### config.mk
export PLATFORM = sky130hd
export DESIGN_NAME = rng_prefetch
export DESIGN_NICKNAME = d
export VERILOG_FILES = /design/src/rtl/rng_pkg.sv /design/src/rtl/rng_sfifo.sv /design/src/rtl/rng_prefetch.sv
export SDC_FILE = /design/constraint.sdc
export NUM_CORES = 1
export LEC_CHECK = 0
export CORE_MARGIN = 2
export CORE_UTILIZATION = 68
export CTS_BUF_LIST = sky130_fd_sc_hd__clkbuf_8
export DETAILED_ROUTE_END_ITERATION = 8
export MAX_ROUTING_LAYER = met4
export PLACE_DENSITY = 0.89
export SLEW_MARGIN = 20
export SYNTH_ARGS = -nofsm -noshare
export SYNTH_HDL_FRONTEND = slang
export SYNTH_SLANG_ARGS = --single-unit
### constraint.sdc
create_clock -name clk -period 9.1 [get_ports clk]
set_input_delay 1.82 -clock clk [delete_from_list [all_inputs] [get_ports clk]]
set_output_delay 1.82 -clock clk [all_outputs]
set_load 0.01 [all_outputs]
### src/rtl/rng_pkg.sv
`default_nettype none
// ============================================================================
// rng_pkg : shared word width, capture FSM states and range-scaling helper
// Rev 1.0
// ============================================================================
package rng_pkg;

  localparam int WORD_W = 32;

  typedef enum logic [0:0] {
    ST_WAIT = 1'b0,
    ST_ACK  = 1'b1
  } cap_state_e;

  // Upper half of word*range maps a uniform word onto 0..range-1; range 0 means raw.
  function automatic logic [WORD_W-1:0] scale_word(input logic [WORD_W-1:0] w,
                                                   input logic [WORD_W-1:0] r);
    logic [2*WORD_W-1:0] p;
    p = {{WORD_W{1'b0}}, w} * {{WORD_W{1'b0}}, r};
    return (r == '0) ? w : p[2*WORD_W-1:WORD_W];
  endfunction

endpackage
`default_nettype wire

### src/rtl/rng_sfifo.sv
`default_nettype none
// ============================================================================
// rng_sfifo : synchronous first-word-fall-through FIFO with occupancy output
// Rev 1.0
// ============================================================================
module rng_sfifo
  import rng_pkg::*;
#(
  parameter int DEPTH = 16,
  parameter int AW    = $clog2(DEPTH)
) (
  input  logic              clk,
  input  logic              rst,
  input  logic              push,
  input  logic [WORD_W-1:0] push_data,
  input  logic              pop,
  output logic [WORD_W-1:0] head_data,
  output logic              full,
  output logic              empty,
  output logic [AW:0]       level
);

  logic [WORD_W-1:0] mem_q [DEPTH];
  logic [AW-1:0]     wr_ptr_q, wr_ptr_d;
  logic [AW-1:0]     rd_ptr_q, rd_ptr_d;
  logic [AW:0]       level_q, level_d;
  logic              do_push, do_pop;

  assign empty = (level_q == '0);
  assign full  = (level_q == (AW+1)'(DEPTH));
  assign level = level_q;
  // Head reads as zero when empty so reset leaves a defined output without clearing storage.
  assign head_data = empty ? '0 : mem_q[rd_ptr_q];

  always_comb begin
    do_pop   = pop & ~empty;
    do_push  = push & (~full | do_pop);
    wr_ptr_d = wr_ptr_q + AW'(do_push);
    rd_ptr_d = rd_ptr_q + AW'(do_pop);
    level_d  = level_q + (AW+1)'(do_push) - (AW+1)'(do_pop);
  end

  always_ff @(posedge clk) begin
    if (rst) begin
      wr_ptr_q <= '0;
      rd_ptr_q <= '0;
      level_q  <= '0;
    end else begin
      wr_ptr_q <= wr_ptr_d;
      rd_ptr_q <= rd_ptr_d;
      level_q  <= level_d;
    end
  end

  always_ff @(posedge clk) begin
    if (do_push) begin
      mem_q[wr_ptr_q] <= push_data;
    end
  end

endmodule
`default_nettype wire

### src/rtl/rng_prefetch.sv
`default_nettype none
// ============================================================================
// rng_prefetch : captures generator words into a FWFT FIFO, pulsing rng_start
//                once per accepted word. RNG_PREFETCH_RANGE_EN adds range scaling.
// Rev 1.0
// ============================================================================
module rng_prefetch
  import rng_pkg::*;
#(
  parameter int DEPTH = 16,
  parameter int AW    = $clog2(DEPTH)
) (
  input  logic              clk,
  input  logic              rst,
  input  logic              rng_valid,
  input  logic [WORD_W-1:0] rng_data,
`ifdef RNG_PREFETCH_RANGE_EN
  input  logic [WORD_W-1:0] range,
`endif
  output logic              rng_start,
  output logic              out_valid,
  input  logic              out_ready,
  output logic [WORD_W-1:0] out_data,
  output logic [AW:0]       level
);

  cap_state_e        state_q, state_d;
  logic              push, pop, full, empty;
  logic [WORD_W-1:0] push_word;

  assign out_valid = ~empty;
  assign pop       = out_valid & out_ready;
  // Registered pulse: high exactly while the FSM sits in ACK.
  assign rng_start = (state_q == ST_ACK);

`ifdef RNG_PREFETCH_RANGE_EN
  assign push_word = scale_word(rng_data, range);
`else
  assign push_word = rng_data;
`endif

  always_comb begin
    state_d = state_q;
    push    = 1'b0;
    case (state_q)
      ST_WAIT: begin
        // A same-cycle pop frees the slot, so a full FIFO can still accept.
        if (rng_valid && (!full || pop)) begin
          push    = 1'b1;
          state_d = ST_ACK;
        end
      end
      ST_ACK:  state_d = ST_WAIT;
      default: state_d = ST_WAIT;
    endcase
  end

  always_ff @(posedge clk) begin
    if (rst) begin
      state_q <= ST_WAIT;
    end else begin
      state_q <= state_d;
    end
  end

  rng_sfifo #(
    .DEPTH (DEPTH),
    .AW    (AW)
  ) u_fifo (
    .clk       (clk),
    .rst       (rst),
    .push      (push),
    .push_data (push_word),
    .pop       (pop),
    .head_data (out_data),
    .full      (full),
    .empty     (empty),
    .level     (level)
  );

endmodule
`default_nettype wire

# After elaboration in Yosys (flattened, before gate mapping)
# Memory sizes are Yosys's and may differ from the RTL's. A register that Yosys moved wholly into a read port is not among the register bits.
# Index checks and enable logic that the tools add are counted.
# classes
n_mul	0
n_addsub	4
n_mux	7
n_div	0
order_cmp	0
n_reduce_logical	4
bitwise	7
shifts	0
n_eq_ne	1
# op_table
op	count
$mux W32	1
$add A4 B1 Y4	2
$add A5 B1 Y5	1
$eq A5 B5 Y1 const B	1
$logic_not A5 Y1	1
$sub A5 B1 Y5	1
$mux W1	4
$mux W4	1
$and A1 B1 Y1	3
$not A1 Y1	3
$pmux W1 S2	1
$logic_and A1 B1 Y1	1
$logic_not A1 Y1	1
$logic_or A1 B1 Y1	1
$or A1 B1 Y1	1
# totals
register_bits	14
n_memories	1
latchBits	0
output_inout_bits	39
mem_bits_rw	512
romBits	0
word_cells	28
inputBits	36
# memory_table
name	depth	word_bits	rd	rd_clocked_by_memory_dff	write_ports	line	source
u_fifo.mem_q	16	32	1	1	1	rng_sfifo.sv:23	logic [WORD_W-1:0] mem_q [DEPTH];

# Logic depth before layout (Yosys ltp)
# Gate-level depths: netlist of the first run.
# depth
word_depth	10
mapped_depth	13

# Modules after synthesis
# From an unflattened synthesis of the first run, not the netlist that was laid out.
# hier_totals
hier_cells	886
hier_area_um2	20263.2
# by_module_without_submodules
mod	seq_area_each_um2	cells_per_inst	instances	area_per_inst_um2
rng_sfifo	15635.0	879	1	20203.1
rng_prefetch	20.0	7	1	60.1

# Least setup slack after synthesis of the first run
# No wires, ideal clock.
# synth_path
path_kind	input -> register
from	input out_ready
to	memory u_fifo.mem_q[0][0], enable pin
required_time_ns	8.639
arrival_ns	4.902
n_path_buf	0
path_slack_ns	3.737
cell_stages	4
setup_ns	0.461
cell_sequence	nor2b_1 -> a41oi_1 -> or3b_1 -> nor3_1
# synth_between
elab_chain_cells	8
# synth_rtl
element	line	source
from (decl)	rng_prefetch.sv:22	input logic out_ready,
$and A1 B1 Y1 (*)	rng_prefetch.sv:32	assign pop = out_valid & out_ready;
$logic_or A1 B1 Y1	rng_prefetch.sv:48	if (rng_valid && (!full || pop)) begin
$logic_and A1 B1 Y1	rng_prefetch.sv:48	
$mux W1	rng_prefetch.sv:48	
$mux W1	rng_prefetch.sv:45	case (state_q)
$and A1 B1 Y1 (*)	rng_sfifo.sv:37	do_push = push & (~full | do_pop);
$mux W1 (*)	rng_sfifo.sv:56	if (do_push) begin
$mux W1 (not written as such) (*)	rng_sfifo.sv:57	mem_q[wr_ptr_q] <= push_data;
to (decl)	rng_sfifo.sv:23	
# Mark *: on every way between the ends. The rest lies on a longest branch, timed or not.

==> results.tsv, run 1 <==
metric	value	unit
# placed instances	1417	
final net count	1157	
synthesized cell area	20280	µm²
CTS Buf Count	80	
CTS tree	built	
RSZ-0062 raised after global routing	false	
post-cts resize count	0	
most frequent cells in the layout	edfxtp_1, mux2i_1, clkbuf_8, clkdlybuf4s50_1, a22oi_1	
area grow syn2layout	12.77	%
WL/cell	28.31	µm
commonest non-fill, non-tap cell in the layout	edfxtp_1	
CP startpoint kind	flop	
Cell Area, Placed	21490	µm²
via count	10464	
hold depth	3	
# port buffers	74	
Reg-to-Reg End	u_fifo.mem_q[8][29]	
Final Instance Count excl. Fillers	1552	
Setup WS post-layout	3.369	ns
# DRC	0	
H-tree Lvls	3	
Pwr per Cell Area	255.6	nW/µm²
area of the die	31230	µm²
Fillers	1438	
Finished Core Util	77.59	%
final hold violation count	0	
hold_buf cts	0	
num rows	63	
Routed WL	43930	µm
Mapped Cells	987	
dpl hpwl	22300	µm
Reg area	15660	µm²
R2R setup slack	5.85	ns
gpl congestion	0.7583	
Root Driver	clkbuf_8	
Worst Path Class, Setup	reg2out	
area of the multi-input gates	4389	µm²
Initial DRC Count	1326	
FF-to-FF Start	u_fifo.level[2]	
hold_sp	u_fifo.wr_ptr_q[1]	
Critical Path End Type	output port	
fin crit share	62.98	%
Period minus WS final	5.731	ns
Place WS	4.016	ns
relative slew slack	34.35	%
clk sink count	526	
# IOs	75	
Worst EP required	7.28	ns
Core Area	29480	µm²
TritonRoute pass-1 iters	5	
Hold Crit Class	reg2reg	
setup violators final	0	
register area share after synthesis	77.18	%
largest net degree at the start of global routing	101	
crit-path max FO	33	
Die H	176.7	µm
Fmax	0.1745	GHz
setup bufs post-CTS	0	
vias in the first global route	10723	
vias per inst	6.742	
Final ANT Viol Nets	0	
count of different cell masters after synthesis	39	
clock skew	0.03873	ns
Initial Utilization	68.80	%
DIE WIDTH	176.7	µm
maximum buffer depth of the clock tree	3	
peak supply drop	0.1670	mV
fin area	22870	µm²
GRT overflow	0	
first-pass GRT wire length	64890	µm
leakage	7.402	nW
Crit path arrival time	3.91	ns
Global Route Usage Sum	29.75	%
FF-to-FF path depth	6	
Slew Limit Fails	0	
Slew @ Worst Pin	0.9847	ns
setup tns final	0	ns
Yosys warning total	0	
#FFs+latches synth	526	
clk slew on worst S/H paths	0.06	ns
status	complete, no violations	
syn avg cell area	20.55	µm²
Max Cap Viol	0	
share of layout cells above drive strength 1	17.66	%
clk_lat worst skew	0.61	ns
antenna violations before repair	0	
net count after synthesis	1034	
crit path launch	u_fifo.rd_ptr_q[1]	
Min-Delay Endpoint	u_fifo.wr_ptr_q[3]	
[area by class of cell]
type / instances / area share, %
Antenna cell: 1 / 0.01094
Sequential cell: 526 / 68.46
Clock inverter: 51 / 0.9682
Timing Repair Buffer: 98 / 4.168
Inverter: 8 / 0.1313
Clock buffer: 82 / 4.934
Tap cell: 390 / 2.133
Multi-Input combinational cell: 396 / 19.19
[registers in the layout, summed over array words and instances, names as in the netlist]
register,count
u_fifo.mem_q,512
u_fifo.level,5
u_fifo.rd_ptr_q,4
u_fifo.wr_ptr_q,4
rng_start,1
[through the flow]
step           hold slack, ns  total power [mW]
6_report               0.6229             5.846
5_1_grt                0.6887             6.066
4_1_cts                0.6311             5.870
3_5_place_dp           0.6234             4.192
3_3_place_gp           0.5936             4.155
2_1_floorplan          0.5481             3.714
[synth_stat cells]
library cell    count  area (µm²)
edfxtp_1          512       15370
mux2i_1           128        1281
a22oi_1            64       480.5
mux4_2             61        1374
a221o_1            32       320.3
and3_1             32       200.2
buf_2              24       120.1
nor2_1             20       75.07
clkbuf_1           18       67.56
dfxtp_1            14       280.3
nor2b_1            11       68.82
ha_1               10       125.1
inv_1               8       30.03
nor3_1              5       25.02
buf_6               4       45.04
clkbuf_8            4       55.05
buf_1               3       11.26
mux4_1              3       78.83
nand2_1             3       11.26
nand2b_1            3       18.77
nand3_1             3       15.01
xnor2_1             3       26.28
xor2_1              3       26.28
a21oi_1             2       10.01
buf_4               2       15.01
nand3b_1            2       15.01
a21o_1              1       7.510
a41oi_1             1       8.760
and2_1              1       6.260
and2_2              1       7.510
and3_4              1       11.26
clkbuf_4            1       7.510
dlymetal6s2s_1      1       12.51
fa_1                1       20.02
nor2b_4             1       13.76
nor3b_1             1       7.510
o21bai_1            1       7.510
or3b_1              1       8.760
or4b_4              1       13.76
[routing by layer]
layer,part of all wire (%),routed length [µm],track usage (%),vias up
met5,0,0,-,-
met4,2.7,1177,10.67,0
met3,9.5,4168,5.391,109
met2,51,22540,48.08,698
met1,37,16040,38.74,5302
li1,-,-,-,4355
[cell families (layout without fill, tap and decap cells)]
group	Yosys count	in the layout	share of synthesized area, %
AO/OA/AOI/OAI	101	101	4.115
XOR/XNOR	6	6	0.2591
adder cells (fa/ha/maj)	11	11	0.7156
buffers and inverters	65	239	1.795
flip-flops	526	526	77.18
multiplexers	192	192	13.48
other	0	1	0
AND/OR/NAND/NOR	86	86	2.455
[where the power goes]
part	internal (mW)	total, mW	switching [mW]	leakage (nW)
Sequential	2.72	2.81	0.0879	4.74
Combinational	0.703	1.35	0.651	1.89
Clock	0.833	1.68	0.849	0.778
Total	4.26	5.85	1.59	7.40
[critical path, cell delays in order (launching register included)]
cell	delay (ns)
dfxtp_2	0.96
and2_1	0.73
buf_4	0.42
a22oi_1	0.16
and3_1	0.20
a221o_1	0.32
clkdlybuf4s50_1	0.51
[worst max path at each step]
stage	to	slack, ns	cells past startpoint
floorplan	u_fifo.mem_q[0][0]	3.74	4
global placement	out_data[27]	4.05	4
detailed placement	out_data[4]	4.02	6
CTS	out_data[9]	3.37	6
global route	out_data[21]	3.24	4
finish	out_data[4]	3.37	6
Note: power is estimated with default switching activity, not from simulation.
==> inputs of run 2 (changes only) <==
CORE_UTILIZATION = 63   (was 68)
PLACE_DENSITY = 0.84   (was 0.89)
clock period = 5.3 ns   (was 9.1 ns; I/O delays follow)
==> run 2 against run 1 <==
  * Die area grew 7.8%
  * Utilization shrank 4.9 points
  * Critical path type unchanged
  * Worst hold slack lost 0.00061 ns
  * Total power is 73% higher
==> results.tsv, run 2 (synthesis results as in run 1) <==
metric	value	unit	change
fin crit share	88.89	%	
crit path launch	u_fifo.rd_ptr_q[1]		
area of the die	33650	µm²	+7.8%
status	complete, no violations		
TritonRoute pass-1 iters	5		unchanged
Reg-to-Reg End	u_fifo.level[4]		
DIE WIDTH	183.4	µm	+3.8%
Slew @ Worst Pin	1.132	ns	+0.1468 ns
fin area	22990	µm²	+0.51%
R2R setup slack	2.41	ns	-3.44 ns
# IOs	75		unchanged
Slew Limit Fails	0		unchanged
maximum buffer depth of the clock tree	3		unchanged
Cell Area, Placed	21570	µm²	+0.35%
Setup WS post-layout	0.5890	ns	-2.780 ns
Die H	183.4	µm	+3.8%
first-pass GRT wire length	62090	µm	-4.3%
CTS Buf Count	80		unchanged
leakage	7.433	nW	+0.42%
Hold WS	0.6223	ns	-0.0006090 ns
hold_buf cts	0		unchanged
Fmax	0.2123	GHz	
RSZ-0062 raised after global routing	false		
antenna violations before repair	0		unchanged
Finished Core Util	72.67	%	-4.9 points
Root Driver	clkbuf_8		
Max Cap Viol	0		unchanged
relative slew slack	24.39	%	-10 points
final net count	1161		+0.35%
setup bufs post-CTS	0		unchanged
Period minus WS final	4.711	ns	
setup violators final	0		unchanged
Routed WL	41520	µm	-5.5%
clock skew	0.02513	ns	-0.01360 ns
WL/cell	26.43	µm	-6.6%
Crit path arrival time	3.65	ns	-0.26 ns
FF-to-FF path depth	13		+7
post-cts resize count	0		unchanged
clk_lat worst skew	0.61	ns	about the same
dpl hpwl	23680	µm	+6.1%
vias in the first global route	10440		-2.6%
Core Area	31640	µm²	+7.3%
area grow syn2layout	13.35	%	
largest net degree at the start of global routing	65		-36%
commonest non-fill, non-tap cell in the layout	edfxtp_1		
gpl congestion	0.7613		+0.40%
num rows	65		+3.2%
# DRC	0		unchanged
CP startpoint kind	flop		
crit path to	out_data[26]		
H-tree Lvls	3		unchanged
CTS tree	built		
most frequent cells in the layout	edfxtp_1, mux2i_1, clkbuf_8, clkdlybuf4s50_1, a22oi_1		
Hold Crit Class	reg2reg		
Pwr per Cell Area	438.9	nW/µm²	+72%
vias per inst	6.464		-4.1%
Final ANT Viol Nets	0		unchanged
n_diodes	0		-1
Global Route Usage Sum	26.06	%	-3.7 points
Place WS	1.264	ns	-2.752 ns
max reg flops	512		unchanged
share of layout cells above drive strength 1	17.79	%	+0.14 points
Critical Path End Type	output port		
final hold violation count	0		unchanged
Worst Path Class, Setup	reg2out		
Initial Utilization	64.11	%	-4.7 points
via count	10155		-3.0%
peak supply drop	0.2898	mV	+74%
GRT overflow	0		unchanged
setup tns final	0	ns	unchanged
crit-path max FO	17		-48%
# port buffers	74		unchanged
FF-to-FF Start	u_fifo.level[3]		
clk sink count	526		unchanged
clk slew on worst S/H paths	0.06	ns	about the same
Initial DRC Count	1113		-16%
largest register by flop count	u_fifo.mem_q		
Worst EP required	4.24	ns	-3.04 ns
run 2: power breakdown:
group / internal [mW] / total [mW] / switching [mW] / leakage (nW)
Combinational: 1.23 / 2.42 / 1.19 / 1.92
Sequential: 4.67 / 4.74 / 0.0725 / 4.74
Clock: 1.46 / 2.93 / 1.47 / 0.776
Total: 7.36 / 10.1 / 2.73 / 7.43
run 2: area by class of cell:
type	instances	area, µm²
clock buffer	81	1115
clock inverter	56	260.3
fill	1747	8646
inverter	8	30.03
multi-input combinational	396	4389
sequential	526	15660
tap	402	503.0
timing repair buffer	102	1033
run 2: stage by stage:
step                cells  total power [mW]
floorplan             987             6.378
global placement     1432             7.200
detailed placement   1432             7.258
CTS                  1569             10.16
global route         1571             10.47
finish               1571             10.09
run 2: worst max-delay path, stage by stage (launching register included):
cell and delay [ns]:
dfxtp_2 0.53, nor2b_2 0.92, buf_4 0.46, a22oi_1 0.14, and3_1 0.20, a221o_1 0.30
clkdlybuf4s50_1 0.49
run 2: how the worst min path moves through the flow:
stage                                    end  cells after the start               start  slack, ns
after global routing      u_fifo.rd_ptr_q[3]                      2  u_fifo.rd_ptr_q[3]       0.67
after CTS                 u_fifo.wr_ptr_q[3]                      3  u_fifo.wr_ptr_q[1]       0.62
final                     u_fifo.rd_ptr_q[3]                      2  u_fifo.rd_ptr_q[3]       0.62
after detailed placement  u_fifo.rd_ptr_q[3]                      2  u_fifo.rd_ptr_q[3]       0.61
after global placement    u_fifo.wr_ptr_q[3]                      3  u_fifo.wr_ptr_q[1]       0.60
after floorplan           u_fifo.rd_ptr_q[2]                      2  u_fifo.rd_ptr_q[2]       0.55
run 2: per-layer routing:
layer / GRT usage [%] / part of all wire, % / vias up
li1: - / - / 4364
met5: - / 0 / -
met3: 4.378 / 7.3 / 86
met1: 33.36 / 39 / 5213
met2: 42.40 / 51 / 492
met4: 10.43 / 2.7 / 0
